### src/rtl/fir_pkg.sv
// Shared definitions for the forward FIR and its recursive inverse:
// FSM states, default taps and the sample-narrowing helpers.
package fir_pkg;

  typedef enum logic [1:0] {
    IDLE = 2'd0,
    MAC  = 2'd1,
    OUT  = 2'd2
  } fir_state_t;

  localparam int DEFAULT_TAPS = 4;
  localparam int DEFAULT_COEF [DEFAULT_TAPS] = '{1, 2, 2, 1};

  // h[0] is always 1; the {1,2,2,1} kernel applies only to the 4-tap build.
  function automatic int fir_default_coef(input int n, input int k);
    if (k == 0) return 1;
    if (n == DEFAULT_TAPS && k < DEFAULT_TAPS) return DEFAULT_COEF[k];
    return 0;
  endfunction

  // Callers keep the low w bits; with sat clear this is a plain wrap.
  function automatic logic signed [63:0] fir_narrow(input logic signed [63:0] v,
                                                    input int w, input logic sat);
    logic signed [63:0] hi;
    logic signed [63:0] lo;
    hi = (64'sd1 <<< (w - 1)) - 64'sd1;
    lo = -(64'sd1 <<< (w - 1));
    if (sat && v > hi) return hi;
    if (sat && v < lo) return lo;
    return v;
  endfunction

  function automatic logic fir_clips(input logic signed [63:0] v, input int w);
    logic signed [63:0] hi;
    logic signed [63:0] lo;
    hi = (64'sd1 <<< (w - 1)) - 64'sd1;
    lo = -(64'sd1 <<< (w - 1));
    return (v > hi) || (v < lo);
  endfunction

endpackage

### src/rtl/fir_inv_mac.sv
// Registered multiply-subtract accumulator: load seeds acc with z,
// each step subtracts h*y_hist at full product precision.
module fir_inv_mac #(
  parameter int DATA_WIDTH = 8,
  parameter int IN_WIDTH   = 2*DATA_WIDTH+2,
  parameter int ACC_WIDTH  = IN_WIDTH+4
) (
  input  logic                         clk,
  input  logic                         reset,
  input  logic                         load,
  input  logic                         step,
  input  logic signed [IN_WIDTH-1:0]   z,
  input  logic signed [DATA_WIDTH-1:0] h,
  input  logic signed [DATA_WIDTH-1:0] y_hist,
  output logic signed [ACC_WIDTH-1:0]  acc
);

  logic signed [2*DATA_WIDTH-1:0] product;

  assign product = h * y_hist;

  always_ff @(posedge clk or posedge reset) begin
    if (reset) begin
      acc <= '0;
    end else if (load) begin
      acc <= ACC_WIDTH'(z);
    end else if (step) begin
      acc <= acc - ACC_WIDTH'(product);
    end
  end

endmodule

### src/rtl/fir_inverse_filter.sv
// All-pole inverse of the direct-form FIR, one MAC per clock.
// Define FIR_INV_SAT_EN for saturating narrowing and the sat_flag port.
module fir_inverse_filter
  import fir_pkg::*;
#(
  parameter int N          = 4,
  parameter int DATA_WIDTH = 8,
  parameter int IN_WIDTH   = 2*DATA_WIDTH+2,
  parameter int ACC_WIDTH  = IN_WIDTH+4
) (
  input  logic                         clk,
  input  logic                         reset,
  input  logic                         in_valid,
  output logic                         in_ready,
  input  logic signed [IN_WIDTH-1:0]   z_in,
  output logic                         out_valid,
  input  logic                         out_ready,
  output logic signed [DATA_WIDTH-1:0] y_out,
  input  logic                         coef_we,
  input  logic [$clog2(N)-1:0]         coef_addr,
  input  logic signed [DATA_WIDTH-1:0] coef_data,
  output logic                         busy
`ifdef FIR_INV_SAT_EN
  ,output logic                        sat_flag
`endif
);

  localparam int KW = $clog2(N);
`ifdef FIR_INV_SAT_EN
  localparam logic SAT = 1'b1;
`else
  localparam logic SAT = 1'b0;
`endif

  fir_state_t                   state;
  logic [KW-1:0]                k;
  logic signed [DATA_WIDTH-1:0] coef [N];
  logic signed [DATA_WIDTH-1:0] hist [N-1];
  logic signed [ACC_WIDTH-1:0]  acc;
  logic signed [DATA_WIDTH-1:0] h_sel;
  logic signed [DATA_WIDTH-1:0] y_sel;
  logic                         accept;

  assign in_ready = (state == IDLE) && !coef_we;
  assign accept   = in_valid && in_ready;
  assign h_sel    = coef[k];
  assign y_sel    = (k == '0) ? '0 : hist[k - 1'b1];

  // acc is frozen throughout OUT, so the narrowed value is stable while out_valid is high.
  always_comb begin
    y_out = DATA_WIDTH'(fir_narrow(64'(acc), DATA_WIDTH, SAT));
  end

`ifdef FIR_INV_SAT_EN
  assign sat_flag = out_valid && fir_clips(64'(acc), DATA_WIDTH);
`endif

  fir_inv_mac #(
    .DATA_WIDTH(DATA_WIDTH),
    .IN_WIDTH  (IN_WIDTH),
    .ACC_WIDTH (ACC_WIDTH)
  ) u_mac (
    .clk   (clk),
    .reset (reset),
    .load  (accept),
    .step  (state == MAC),
    .z     (z_in),
    .h     (h_sel),
    .y_hist(y_sel),
    .acc   (acc)
  );

  always_ff @(posedge clk or posedge reset) begin
    if (reset) begin
      state     <= IDLE;
      k         <= '0;
      out_valid <= 1'b0;
      busy      <= 1'b0;
    end else begin
      case (state)
        IDLE: begin
          if (accept) begin
            k     <= KW'(1);
            state <= MAC;
            busy  <= 1'b1;
          end
        end
        MAC: begin
          if (k == KW'(N - 1)) begin
            k         <= '0;
            state     <= OUT;
            out_valid <= 1'b1;
          end else begin
            k <= k + 1'b1;
          end
        end
        OUT: begin
          if (out_ready) begin
            state     <= IDLE;
            out_valid <= 1'b0;
            busy      <= 1'b0;
          end
        end
        default: state <= IDLE;
      endcase
    end
  end

  // History holds the narrowed output so the recursion matches the FIR input exactly.
  always_ff @(posedge clk or posedge reset) begin
    if (reset) begin
      for (int i = 0; i < N; i++) coef[i] <= DATA_WIDTH'(fir_default_coef(N, i));
      for (int i = 0; i < N - 1; i++) hist[i] <= '0;
    end else begin
      if (state == IDLE && coef_we) begin
        for (int i = 1; i < N; i++) begin
          if (coef_addr == KW'(i)) coef[i] <= coef_data;
        end
      end
      if (state == OUT && out_ready) begin
        hist[0] <= y_out;
        for (int i = 1; i < N - 1; i++) hist[i] <= hist[i-1];
      end
    end
  end

endmodule

### config.mk
export PLATFORM = sky130hd
export DESIGN_NAME = fir_inverse_filter
export DESIGN_NICKNAME = d
export VERILOG_FILES = /design/src/rtl/fir_pkg.sv /design/src/rtl/fir_inv_mac.sv /design/src/rtl/fir_inverse_filter.sv
export SDC_FILE = /design/constraint.sdc
export NUM_CORES = 1
export LEC_CHECK = 0
export ABC_AREA = 1
export CAP_MARGIN = 40
export CORE_MARGIN = 2
export CORE_UTILIZATION = 30
export DETAILED_ROUTE_END_ITERATION = 10
export PLACE_DENSITY = 0.53
export SLEW_MARGIN = 20
export SYNTH_ARGS = -nofsm -noshare
export SYNTH_HDL_FRONTEND = slang
export SYNTH_SLANG_ARGS = --single-unit
### constraint.sdc
create_clock -name clk -period 6.5 [get_ports clk]
set_input_delay 1.95 -clock clk [delete_from_list [all_inputs] [get_ports clk]]
set_output_delay 1.95 -clock clk [all_outputs]
set_load 0.1 [all_outputs]
# Word-level counts from Yosys, hierarchy flattened
# Cells that the tools add are included.
# op_classes
add_sub_neg	3
n_mul	1
n_lt_le_gt_ge	2
eq_ne	9
mux	20
n_bitwise	2
n_reduce_logical	18
# op_table
op	count
$mux 22	2
$mux 8	5
$bmux 8 s2	2
$sub 22x16->22	1
$mul 8x8->16	1
$reduce_and 3->1	3
$eq 2x2->1 const B	4
$mux 2	4
$reduce_and 2->1	4
$reduce_bool 2->1	4
$ge 3x3->1 const B	2
$ne 2x2->1 const B	3
$not 2->3	2
$pmux 2 s3	1
$eq 2x1->1 const B	2
$logic_and 1x1->1	4
$logic_not 2->1	2
$pmux 1 s2	2
$pmux 2 s2	1
$mux 1	3
$add 2x1->2 const B	1
$sub 2x1->2 const B	1
$logic_not 1->1	1
# word_totals
regBits	76
in_bits	33
out_inout_bits	11
wordCells	66

# Depth between registers and ports, before layout
# logic_depth
word_depth	10
ltp_mapped	31
mapped_depth_nobuf	29

# By module
# Synthesis repeated with hierarchy kept, for this count alone.
# unflattened
hier_cells	1052
area_unflattened_um2	7704.9
# modules_own_cells
module	instances	cells_each	area_each_um2	seq_area_each_um2
fir_inv_mac	1	735	5129.9	550.5
fir_inverse_filter	1	317	2575.0	1355.0

# Least setup slack after synthesis
# Ideal clock, no wire load.
# synth_timing
path_kind	input to output
startpoint	input coef_we
endpoint	output in_ready
t_arrival_ps	3232
slack_ps	1318
stages	1
path_buffers	0
path_cell_list	nor2_1
# synth_via
elab_chain_len	2
# synth_rtl
item	line	text
start, declared	fir_inverse_filter.sv:19	input logic coef_we,
$logic_not 1->1	fir_inverse_filter.sv:44	assign in_ready = (state == IDLE) && !coef_we;
$logic_and 1x1->1	fir_inverse_filter.sv:44	
end, declared	fir_inverse_filter.sv:14	output logic in_ready,
# No other way between the ends.

# Worst setup path after layout
# layout_timing
startpoint	register k[0]
endpoint	register u_mac.acc[7]
# layout_via
elab_chain_len	10
word_cells_on_any_way	15
# layout_rtl
item	line	text
start, declared	fir_inverse_filter.sv:36	logic [KW-1:0] k;
start signal, assigned	fir_inverse_filter.sv:94	k <= k + 1'b1;
$sub 2x1->2	fir_inverse_filter.sv:47	assign y_sel = (k == '0) ? '0 : hist[k - 1'b1];
$not 2->3 (implied by the code)	fir_inverse_filter.sv:47	
$bmux 8 s2	fir_inverse_filter.sv:47	
$mux 8 (implied by the code) (2 in a row)	fir_inverse_filter.sv:47	
$mux 8	fir_inverse_filter.sv:47	
$mul 8x8->16 (*)	fir_inv_mac.sv:20	assign product = h * y_hist;
$sub 22x16->22 (*)	fir_inv_mac.sv:28	acc <= acc - ACC_WIDTH'(product);
$mux 22 (*)	fir_inv_mac.sv:27	end else if (step) begin
$mux 22 (*)	fir_inv_mac.sv:25	end else if (load) begin
end signal, assigned	fir_inv_mac.sv:26	acc <= ACC_WIDTH'(z);
end signal, assigned	fir_inv_mac.sv:28	
end, declared	fir_inv_mac.sv:15	output logic signed [ACC_WIDTH-1:0] acc
# Mark *: on every way between the ends. The rest lies on a longest branch, timed or not. The select of a mux whose other input is x is not followed.
# A chain may end at the register's enable or synchronous reset.

==> flow_metrics.py <==
metrics = {
    "worst_setup_path": {
        "critical_path.slowest_cell": "fa_1",
        "r2r_cells": 25,
        "crit_path_start": "k[0]$_DFFE_PP0P_",
        "slowest_delay_ns": 0.52,
        "timing.rr.start": "k[0]$_DFFE_PP0P_",
        "cp_common_cell": "nand2_1",
        "path_max_fanout": 17,
        "critPathArrivalTime_ns": 6.01,
        "worst-path-buf-inv": 5,
        "cp_top_family": "adder cells",
        "critical_path_depth": 25,
        "required_ns": 6.77,
        "worst-setup-path-type": "reg2reg",
        "cp-end-kind": "register",
        "start_kind": "register",
    },
    "global_routing": {
        "grt_pass1_vias": 3658,
        "grt_pass1_wl_um": 17400,
        "grt_usage_pct": 14.9,
        "grt_max_degree": 63,
        "overflow": 0,
        "antenna_found_initial": 0,
    },
    "final_layout": {
        "area_growth_pct": 23.0,
        "n_antenna_cell": 0,
        "final_cell_mix": "nand2_1, inv_1, o21ai_0, dfrtp_1, nor2_1",
        "final_common_cell": "nand2_1",
        "fin_util_pct": 37.3,
        "multiInputGateArea_mm2": 0.00216,
        "design_area_mm2": 0.00512,
        "drive_above_1_share_pct": 7.18,
        "fillerInstances": 1425,
        "final_nets": 678,
        "regArea_mm2": 0.00156,
    },
    "timing": {
        "worst_clock_skew_ns": 0.00807,
        "report.final.slew_viol_count": 0,
        "rsz0062_at_grt": "false",
        "finalSetupTns_ns": 0,
        "worst_hold_slack_ns": 0.478,
        "hold_viol": 0,
        "min_period_ns": 5.74,
        "fmax_mhz": 174,
        "finalSetupViolations": 0,
        "slew_headroom_pct": 60.6,
        "finalCritPeriodShare_pct": 88.4,
        "worst_pin_slew_ns": 0.590,
    },
    "yosys": {
        "synth_area_leaders": "dfrtp_1, nand2_1, inv_1",
        "ys_types": 32,
        "netlist.area_leader.share_pct": 35.5,
        "synthCells": 565,
        "synth_fp_nets": 635,
        "ys_warn_count": 8,
        "syn_area_mm2": 0.00416,
        "synth-seq-cells": 62,
        "synth_top_area_cell": "dfrtp_1",
        "ys_seq_area_share_pct": 37.4,
        "synth_area_per_cell_um2": 7.36,
    },
    "die": {
        "dieHeight_um": 122,
        "dieArea_mm2": 0.0148,
        "row_count": 43,
        "top_level_ports": 44,
        "initial_utilization_pct": 30.3,
        "core_mm2": 0.0137,
        "die_w_um": 122,
    },
    "clocking": {
        "clkTransAtPathRegs_ns": 0.05,
        "cts.sinks": 62,
        "cts_root_buffer": "clkbuf_16",
        "cts_htree_levels": 3,
        "holdBufCountCts": 0,
        "cts_tree": "yes",
        "postCtsSetupRepairBufs": 0,
        "cts_made_buffers": 9,
        "cts-resized-gates": 0,
        "clk_latency_ns": 0.33,
        "clock_path_buffers": 2,
    },
    "place": {
        "placed_area_mm2": 0.00482,
        "post-dp-hpwl_um": 7270,
        "port_buffers": 33,
        "gp_congestion": 0.832,
    },
    "drt": {
        "antenna_left": 0,
        "dr.pass1.iters": 4,
        "wl_per_cell_um": 12.5,
        "drc": 0,
        "wl_um": 9890,
        "vias": 3636,
        "drtIter0Drc": 189,
        "viasPerCell": 4.59,
    },
    "worst_hold_path": {
        "hold_depth": 2,
        "hold_path.startpoint": "out_valid$_DFFE_PP0P_",
        "hold_class": "reg2reg",
    },
    "run_status": {
        "status": "completed",
    },
    "run": {
        "maxCapViolations": 0,
    },
}
-- path summary, 6_finish.rpt --
path                            slack (ns)                  endpoint
worst max-delay path                  0.76  u_mac.acc[7]$_DFFE_PP0P_
worst min-delay path                  0.48     out_valid$_DFFE_PP0P_
worst max register to register        0.76  u_mac.acc[7]$_DFFE_PP0P_
worst min register to register        0.48     out_valid$_DFFE_PP0P_
max in group asynchronous             3.98       coef[0]$_DFFE_PP1P_
min in group asynchronous             1.95  u_mac.acc[4]$_DFFE_PP0P_
-- cells in the mapped netlist --
master    instances
a211oi_1          1
a21oi_1           9
a22oi_1           1
buf_1             1
buf_2             3
buf_4             2
clkbuf_1         10
clkinv_1          2
dfrtp_1          59
dfstp_2           3
fa_1             16
ha_1             21
inv_1            93
inv_2             5
nand2_1         178
nand3_1          31
nand3b_1          3
nand4_1           2
nor2_1           37
nor2_2            1
nor2_4            2
o211ai_1          3
o21a_1            1
o21ai_0          61
o21ai_1           2
o21ai_2           1
o21bai_1          2
o22ai_1           3
o31ai_1           1
or2_0             1
xnor2_1           1
xor2_1            9
-- layout make-up --
cell class	instances	share of cell area (%)
multi-input cells	387	42.2
flip-flops and latches	62	30.4
repair buffers	48	10.5
inverters	100	7.33
clock buffers	10	4.47
well taps	180	4.40
clock inverters	6	0.758
-- metal layers --
layer / track usage, % / wire (um)
met4: 5.82 / 236
met2: 23.6 / 4600
met3: 2.06 / 337
met5: 0 / 0
met1: 20.5 / 4720
-- worst min-delay path, cell delays in order (launching register included) --
cell and delay, ns:
dfrtp_1 0.34, nand2_1 0.05, nand2_1 0.05
-- sequential cells by signal, summed over array words and instances, names as in the netlist --
| signal | count |
|---|---|
| coef | 24 |
| u_mac.acc | 8 |
| hist | 24 |
| out_valid | 1 |
| busy | 1 |
| k | 2 |
| state | 2 |
-- cell families (layout without fill, tap and decap cells) --
| family | after synthesis | after routing | synth area share, % |
|---|---|---|---|
| buf+inv | 116 | 164 | 10.7 |
| xor+xnor | 10 | 10 | 2.11 |
| simple gates | 255 | 255 | 24.8 |
| fa+ha+maj | 37 | 37 | 14.0 |
| flops | 62 | 62 | 37.4 |
| compound gates | 85 | 85 | 10.9 |
-- metrics by stage --
step           std cells  setup WS (ns)
2_1_floorplan        565           1.32
5_1_grt              793          0.342
3_5_place_dp         776          0.708
6_report             793          0.756
4_1_cts              792          0.658
3_3_place_gp         766          0.724
Power is left out: the tool's default activity adds up to more than one toggle a clock period on the data nets, which glitch-free logic cannot reach.
